--- config.mk ---
export PLATFORM = sky130hd
export DESIGN_NAME = tick_period_meter
export DESIGN_NICKNAME = d
export VERILOG_FILES = /design/src/rtl/tick_meter_pkg.sv /design/src/rtl/sync_edge_det.sv /design/src/rtl/tick_period_meter.sv
export SDC_FILE = /design/constraint.sdc
export NUM_CORES = 1
export LEC_CHECK = 0
export CAP_MARGIN = 20
export CELL_PAD_IN_SITES_DETAIL_PLACEMENT = 1
export CELL_PAD_IN_SITES_GLOBAL_PLACEMENT = 1
export CORE_ASPECT_RATIO = 1.5
export CORE_MARGIN = 8
export CORE_UTILIZATION = 24
export DETAILED_ROUTE_END_ITERATION = 8
export GPL_TIMING_DRIVEN = 0
export PLACE_DENSITY_LB_ADDON = 0.1
export SYNTH_ARGS = -nofsm -noshare
export SYNTH_HDL_FRONTEND = slang
export SYNTH_SLANG_ARGS = --single-unit
--- constraint.sdc ---
create_clock -name clk -period 5.9 [get_ports clk]
set_input_delay 1.77 -clock clk [delete_from_list [all_inputs] [get_ports clk]]
set_output_delay 1.77 -clock clk [all_outputs]
set_load 0.03 [all_outputs]
--- src/rtl/tick_meter_pkg.sv ---
// Shared types and default constants for the tick period meter.
// The glitch filter is enabled by TICK_PERIOD_METER_GLITCH_FILTER_EN.
package tick_meter_pkg;

  typedef enum logic {
    IDLE = 1'b0,
    MEAS = 1'b1
  } MeterState;

  localparam int DEF_CNT_W    = 32;
  localparam int DEF_TIMEOUT  = 50000000;
  localparam int DEF_FILT_LEN = 4;
  localparam int SYNC_DEPTH   = 2;

endpackage

--- src/rtl/sync_edge_det.sv ---
// Synchronizer, optional glitch filter (TICK_PERIOD_METER_GLITCH_FILTER_EN),
// level register, arming and registered rise/fall strobes.
module sync_edge_det
  import tick_meter_pkg::*;
#(
  parameter int FILT_LEN = DEF_FILT_LEN
) (
  input  logic clk,
  input  logic reset,
  input  logic sigIn,
  output logic riseTick,
  output logic fallTick,
  output logic riseNext
);

`ifdef TICK_PERIOD_METER_GLITCH_FILTER_EN
  localparam int READY_CNT = SYNC_DEPTH + FILT_LEN + 1;
`else
  localparam int READY_CNT = SYNC_DEPTH + 1;
`endif
  localparam int READY_W = $clog2(SYNC_DEPTH + FILT_LEN + 2);

  logic [SYNC_DEPTH-1:0] syncReg;
  logic                  syncOut;
  logic                  lvl;
  logic                  lvlNext;
  logic                  armed;
  logic                  lvlReady;
  logic                  fallNext;
  logic [READY_W-1:0]    readyCnt;

  assign syncOut = syncReg[SYNC_DEPTH-1];

`ifdef TICK_PERIOD_METER_GLITCH_FILTER_EN
  localparam int RUN_W = $clog2(FILT_LEN + 1);

  logic [RUN_W-1:0] runCnt;
  logic             flip;

  // lvl follows the synchronizer only after a run of differing samples
  assign flip    = (syncOut != lvl) && (runCnt == RUN_W'(FILT_LEN));
  assign lvlNext = flip ? syncOut : lvl;

  always_ff @(posedge clk or negedge reset) begin
    if (!reset) begin
      runCnt <= '0;
    end else if ((syncOut == lvl) || flip) begin
      runCnt <= '0;
    end else begin
      runCnt <= runCnt + RUN_W'(1);
    end
  end
`else
  assign lvlNext = syncOut;
`endif

  // lvl only holds a real sample once the pipeline has filled; arming waits
  // for that so a source already high at reset release never looks like a rise
  assign lvlReady = (readyCnt == READY_W'(READY_CNT));
  assign riseNext = (armed || lvlReady) && lvlNext && !lvl;
  assign fallNext = armed && !lvlNext && lvl;

  always_ff @(posedge clk or negedge reset) begin
    if (!reset) begin
      syncReg  <= '0;
      lvl      <= 1'b0;
      armed    <= 1'b0;
      readyCnt <= '0;
      riseTick <= 1'b0;
      fallTick <= 1'b0;
    end else begin
      syncReg  <= {syncReg[SYNC_DEPTH-2:0], sigIn};
      lvl      <= lvlNext;
      if (!lvlReady) begin
        readyCnt <= readyCnt + READY_W'(1);
      end
      if (lvlReady && !lvl) begin
        armed <= 1'b1;
      end
      riseTick <= riseNext;
      fallTick <= fallNext;
    end
  end

endmodule

--- src/rtl/tick_period_meter.sv ---
// Measures rise-to-rise period of a slow asynchronous input in clk cycles,
// with stall timeout. Glitch filter via TICK_PERIOD_METER_GLITCH_FILTER_EN.
module tick_period_meter
  import tick_meter_pkg::*;
#(
  parameter int CNT_W    = DEF_CNT_W,
  parameter int TIMEOUT  = DEF_TIMEOUT,
  parameter int FILT_LEN = DEF_FILT_LEN
) (
  input  logic             clk,
  input  logic             reset,
  input  logic             sig_in,
  output logic             rise_tick,
  output logic             fall_tick,
  output logic [CNT_W-1:0] period,
  output logic             period_valid,
  output logic             stalled
);

  localparam logic [CNT_W-1:0] TIMEOUT_CNT = CNT_W'(TIMEOUT);

  MeterState        st;
  logic [CNT_W-1:0] cnt;
  logic             riseNext;

  sync_edge_det #(
    .FILT_LEN(FILT_LEN)
  ) edgeDet (
    .clk     (clk),
    .reset   (reset),
    .sigIn   (sig_in),
    .riseTick(rise_tick),
    .fallTick(fall_tick),
    .riseNext(riseNext)
  );

  // Acting on riseNext lines period/period_valid up with the registered rise_tick
  always_ff @(posedge clk or negedge reset) begin
    if (!reset) begin
      st           <= IDLE;
      cnt          <= '0;
      period       <= '0;
      period_valid <= 1'b0;
      stalled      <= 1'b0;
    end else begin
      period_valid <= 1'b0;
      case (st)
        IDLE: begin
          if (riseNext) begin
            cnt <= CNT_W'(1);
            st  <= MEAS;
          end
        end
        MEAS: begin
          if (riseNext) begin
            period       <= cnt;
            period_valid <= 1'b1;
            cnt          <= CNT_W'(1);
            stalled      <= 1'b0;
          end else if (cnt == TIMEOUT_CNT) begin
            st      <= IDLE;
            stalled <= 1'b1;
          end else begin
            cnt <= cnt + CNT_W'(1);
          end
        end
        default: st <= IDLE;
      endcase
    end
  end

endmodule

# After elaboration in Yosys (flattened, before gate mapping)
# Cells that the tools add are included.
dict set report word_totals {
  word_cells 41
  reg_bits 76
}
dict set report classes {
  reduce_logical 12
  n_addsub 2
  bitwise 1
  n_eq_ne 4
  muxes 11
}
# operator n
set ops {}
lappend ops {{$mux 32} 3}
lappend ops {{$pmux 32 s2} 1}
lappend ops {{$add 32x1->32 const B} 1}
lappend ops {{$eq 32x26->1 const B} 1}
lappend ops {{$mux 1} 6}
lappend ops {{$reduce_and 2->1} 3}
lappend ops {{$logic_and 1x1->1} 5}
lappend ops {{$add 3x1->3 const B} 1}
lappend ops {{$eq 3x2->1 const B} 1}
lappend ops {{$ne 3x2->1 const B} 1}
lappend ops {{$logic_not 1->1} 2}
lappend ops {{$ne 2x1->1 const B} 1}
lappend ops {{$pmux 1 s2} 1}
lappend ops {{$reduce_bool 2->1} 1}
lappend ops {{$logic_or 1x1->1} 1}
lappend ops {{$not 1->1} 1}

# Logic depth before layout (Yosys ltp)
dict set report depth {
  depth_word 6
  depth_mapped 9
  mapped_depth_nobuf 7
}

# Modules after synthesis
# A second synthesis with hierarchy kept.
dict set report hier_totals {
  hier_cells 299
  area_unflattened_um2 3439.5
}
# mod area_each_um2 instances cells_per_inst seq_area_each_um2
set by_module_without_submodules {}
lappend by_module_without_submodules {tick_period_meter 3123.0 1 278 1676.6}
lappend by_module_without_submodules {sync_edge_det 316.6 1 21 225.2}

# Worst setup path before layout
# OpenSTA, ideal clock, no wires.
dict set report synth_path {
  path_kind {flip-flop to output port}
  from {register stalled}
  to {output port stalled}
  slack_ps 3648
  required_ps 4130
  t_arrival_ps 482
  stages_incl_launch_ff 1
  path_cell_list {dfrtp_1}
}
# item line
set synth_rtl {}
lappend synth_rtl {{start: declaration} tick_period_meter.sv:17} ;# output logic stalled
lappend synth_rtl {{start signal: assignment} tick_period_meter.sv:44} ;# stalled <= 1'b0;
lappend synth_rtl {{start signal: assignment} tick_period_meter.sv:59} ;# stalled <= 1'b0;
lappend synth_rtl {{start signal: assignment} tick_period_meter.sv:62} ;# stalled <= 1'b1;
# No word-level cell between the ends.

# Final worst setup path
dict set report layout_path {
  from {register stalled}
  to {output port stalled}
}
# No word-level cell between the ends.

==> impl_metrics.csv <==
group,metric,value,unit
outcome,status,"finished, final reports clean",
yosys,async_flop_share,100,%
critical_path,crit_chain,"clkdlybuf4s50_1",
yosys,synth-edff-count,0,
critical_path,start_kind,"register",
sta,tns,0,ps
yosys,synth.lib_cells_used.distinct,49,
finish,fill_cells,1647,
yosys,synthTopCellsByArea,"dfrtp_1 55%, mux2_2 9.1%, xnor2_1 3.8%, nand2_1 3.2%, nor2_1 2.7%",
clock_tree,post_cts_buffers,0,
yosys,yosys-mux-area-fraction,10.2,%
drt,routed_wl,9160,µm
finish,syn_to_final_growth,27.9,%
power_and_ir_drop,power_leakage,1.89,nW
sta,fin_hold_ws,350,ps
clock_tree,insertion_delay,330,ps
place,hpwl,6720,µm
global_route,grt_pass1_wl,15300,µm
die,dieArea,18700,µm²
yosys,yosys.cell_count.top_type,"dfrtp_1",
clock_tree,root_buffer,"clkbuf_16",
drt,num_vias,2458,
sta,finalCriticalPeriod,3140,ps
finish,design_area,4440,µm²
sta,clock.fmax,0.318,GHz
sta,maxSlewViolCount,0,
critical_path,critPathSlowestCell,"clkdlybuf4s50_1",
drt,dr.pass1.iters,3,
global_route,grt_pass1_vias,2628,
clock_tree,numClockSinks,76,
critical_path,path_buf_inv,1,
die,die_w,114,µm
global_route,antenna_found_initial,0,
sta,fin_crit_sh,53.3,%
yosys,synthAdderAreaFrac,1.44,%
critical_path,cp_data_required_time,4130,ps
critical_path,crit_fanout,2,
drt,drc_errors,0,
job,maxCapViolations,0,
yosys,ys_warn_count,0,
die,io_pins,39,
place,dpl_cell_area,4120,µm²
critical_path,arrival,1370,ps
die,floorplan.rows,54,
die,die_h,163,µm
sta,skew,5.65,ps
clock_tree,path_clk_slew,60,ps
place,io_buffers,38,
yosys,synth_top_family_by_area,"simple AND/OR/NAND/NOR gates",
clock_tree,clk_path_buf_depth,2,
finish,diodes,0,
power_and_ir_drop,switching_share,24.7,%
finish,drive_gt1_share,20.7,%
finish,nNetsFinal,355,
global_route,grt.overflow.total,0,
power_and_ir_drop,comb_power_share,10.3,%
power_and_ir_drop,p_switching,0.319,mW
critical_path,cp-end-kind,"primary output",
global_route,grtUsageTotal,10.8,%
sta,tightest_slew,703,ps
yosys,syn_nets,305,
drt,wl_per_cell,16.7,µm
yosys,ys.flop_type,"dfrtp_1",
yosys,synth_compound_area_share,6.74,%
yosys,synth-seq-cells,76,
critical_path,cpPeakStageDelay,680,ps
finish,final_cells,549,
power_and_ir_drop,p_seq_share,44.2,%
clock_tree,cts_tree,"done",
power_and_ir_drop,finalPower,1.29,mW
yosys,synth_cells,298,
drt,viasPerCell,4.48,
sta,setup_viol,0,
yosys,synth-xor-area-share,4.29,%
global_route,grt_max_degree,49,
yosys,synth.top_cell.area_share,54.8,%
clock_tree,post_cts_resized,0,
min_path,hp-class,"reg -> reg",
yosys,yosysTopAreaCell,"dfrtp_1",
critical_path,cpLargestDelayFamily,"buffers and inverters",
clock_tree,numCtsBuffers,9,
clock_tree,hold_buffers,0,
power_and_ir_drop,p_per_area,290,nW/µm²
power_and_ir_drop,p_int,0.970,mW
drt,ant_nets,0,
die,core-area,14300,µm²
sta,max-slew-margin-rel,53.2,%
critical_path,crit_type,"reg -> out",
drt,drtIter0Drc,56,
power_and_ir_drop,pwr-share-clk,45.5,%
yosys,syn_area_per_cell,11.7,µm²
sta,hold_viol,0,
place,placedCellCount,533,
yosys,ys_seq_area_share,54.8,%
yosys,synth-simple-area-share,19.1,%
clock_tree,htree_levels,3,
sta,rsz0062_at_grt,"false",
place,gp_congestion,0.717,
yosys,synthTopCellsByCount,"76 x dfrtp_1, 30 x nand2_1, 28 x mux2_2, 25 x nor2_1, 15 x xnor2_1",
die,start_util,24.2,%
yosys,syn_area,3470,µm²
power_and_ir_drop,max-vdd-ir-drop,118,µV
final timing paths:
kind	endpoint	depth (start not counted)	slack (ps)	start
worst max-delay path	stalled	1	2760	stalled
worst min-delay path	edgeDet.syncReg[1]	0	350	edgeDet.syncReg[0]
worst max register to register	period[29]	8	3290	edgeDet.readyCnt[0]
worst min register to register	edgeDet.syncReg[1]	0	350	edgeDet.syncReg[0]
max in group asynchronous	cnt[0]	2	3940	reset
min in group asynchronous	edgeDet.readyCnt[0]	1	1360	reset
state kept, by name, indices dropped and copies added, names as in the netlist:
signal,flops
edgeDet.armed,1
edgeDet.syncReg,2
period_valid,1
cnt,32
edgeDet.readyCnt,3
st,1
edgeDet.fallTick,1
stalled,1
edgeDet.riseTick,1
edgeDet.lvl,1
period,32
cell type report:
cell class | instances | area [µm²] | area share (%)
well taps | 196 | 245 | 5.52
multi-input cells | 199 | 1450 | 32.7
flip-flops and latches | 76 | 1900 | 42.8
clock inverters | 6 | 88.8 | 2.00
repair buffers | 39 | 405 | 9.13
clock buffers | 10 | 229 | 5.16
inverters | 10 | 37.5 | 0.845
plain buffers | 13 | 81.3 | 1.83
power groups by stage:
stage	sequential [mW]	combinational, mW	clock, mW
final	0.569	0.133	0.587
after global routing	0.574	0.148	0.635
after CTS	0.570	0.139	0.613
after detailed placement	0.580	0.139	0
after global placement	0.579	0.137	0
after floorplan	0.600	0.0535	0
per-layer routing:
layer,share of wire [%],GRT usage (%),vias up
met5,0,0,-
met4,1.2,4.19,0
met3,3.2,3.15,8
met2,56,19.4,25
met1,40,11.7,1270
li1,-,-,1155
metrics by stage:
stage	util (%)	setup WS, ps
2_1_floorplan	-	3650
3_3_place_gp	28.6	8.64
3_5_place_dp	28.8	3090
4_1_cts	31.0	2720
5_1_grt	31.0	2690
6_report	31.0	2760
cells in the final DEF (no fill, tap or decap), types with 3 or more instances in the layout:
cell,netlist,final
buf_2,5,5
dfrtp_1,76,76
nand4_1,3,3
clkdlybuf4s50_1,0,37
buf_4,3,4
nor3_1,5,5
or3_1,4,4
nand3_1,8,8
mux2i_1,4,4
mux2_2,28,28
ha_1,4,4
nor4_1,4,4
o21ai_0,10,10
nor4_2,4,4
or4_1,4,4
nand2_1,30,30
and4_1,3,3
clkbuf_16,0,9
nor2_1,25,25
inv_1,9,9
a21oi_1,6,6
nand2b_1,4,4
and2_1,3,3
o211ai_1,4,4
xnor2_1,15,15
kinds of logic (layout without fill, tap and decap cells):
kind of cell    Yosys count  after routing
xor+xnor                 17             17
mux                      32             32
fa+ha+maj                 4              4
flops                    76             76
buf+inv                  23             78
simple gates            112            112
compound gates           34             34
Note: power is estimated with default switching activity, not from simulation.
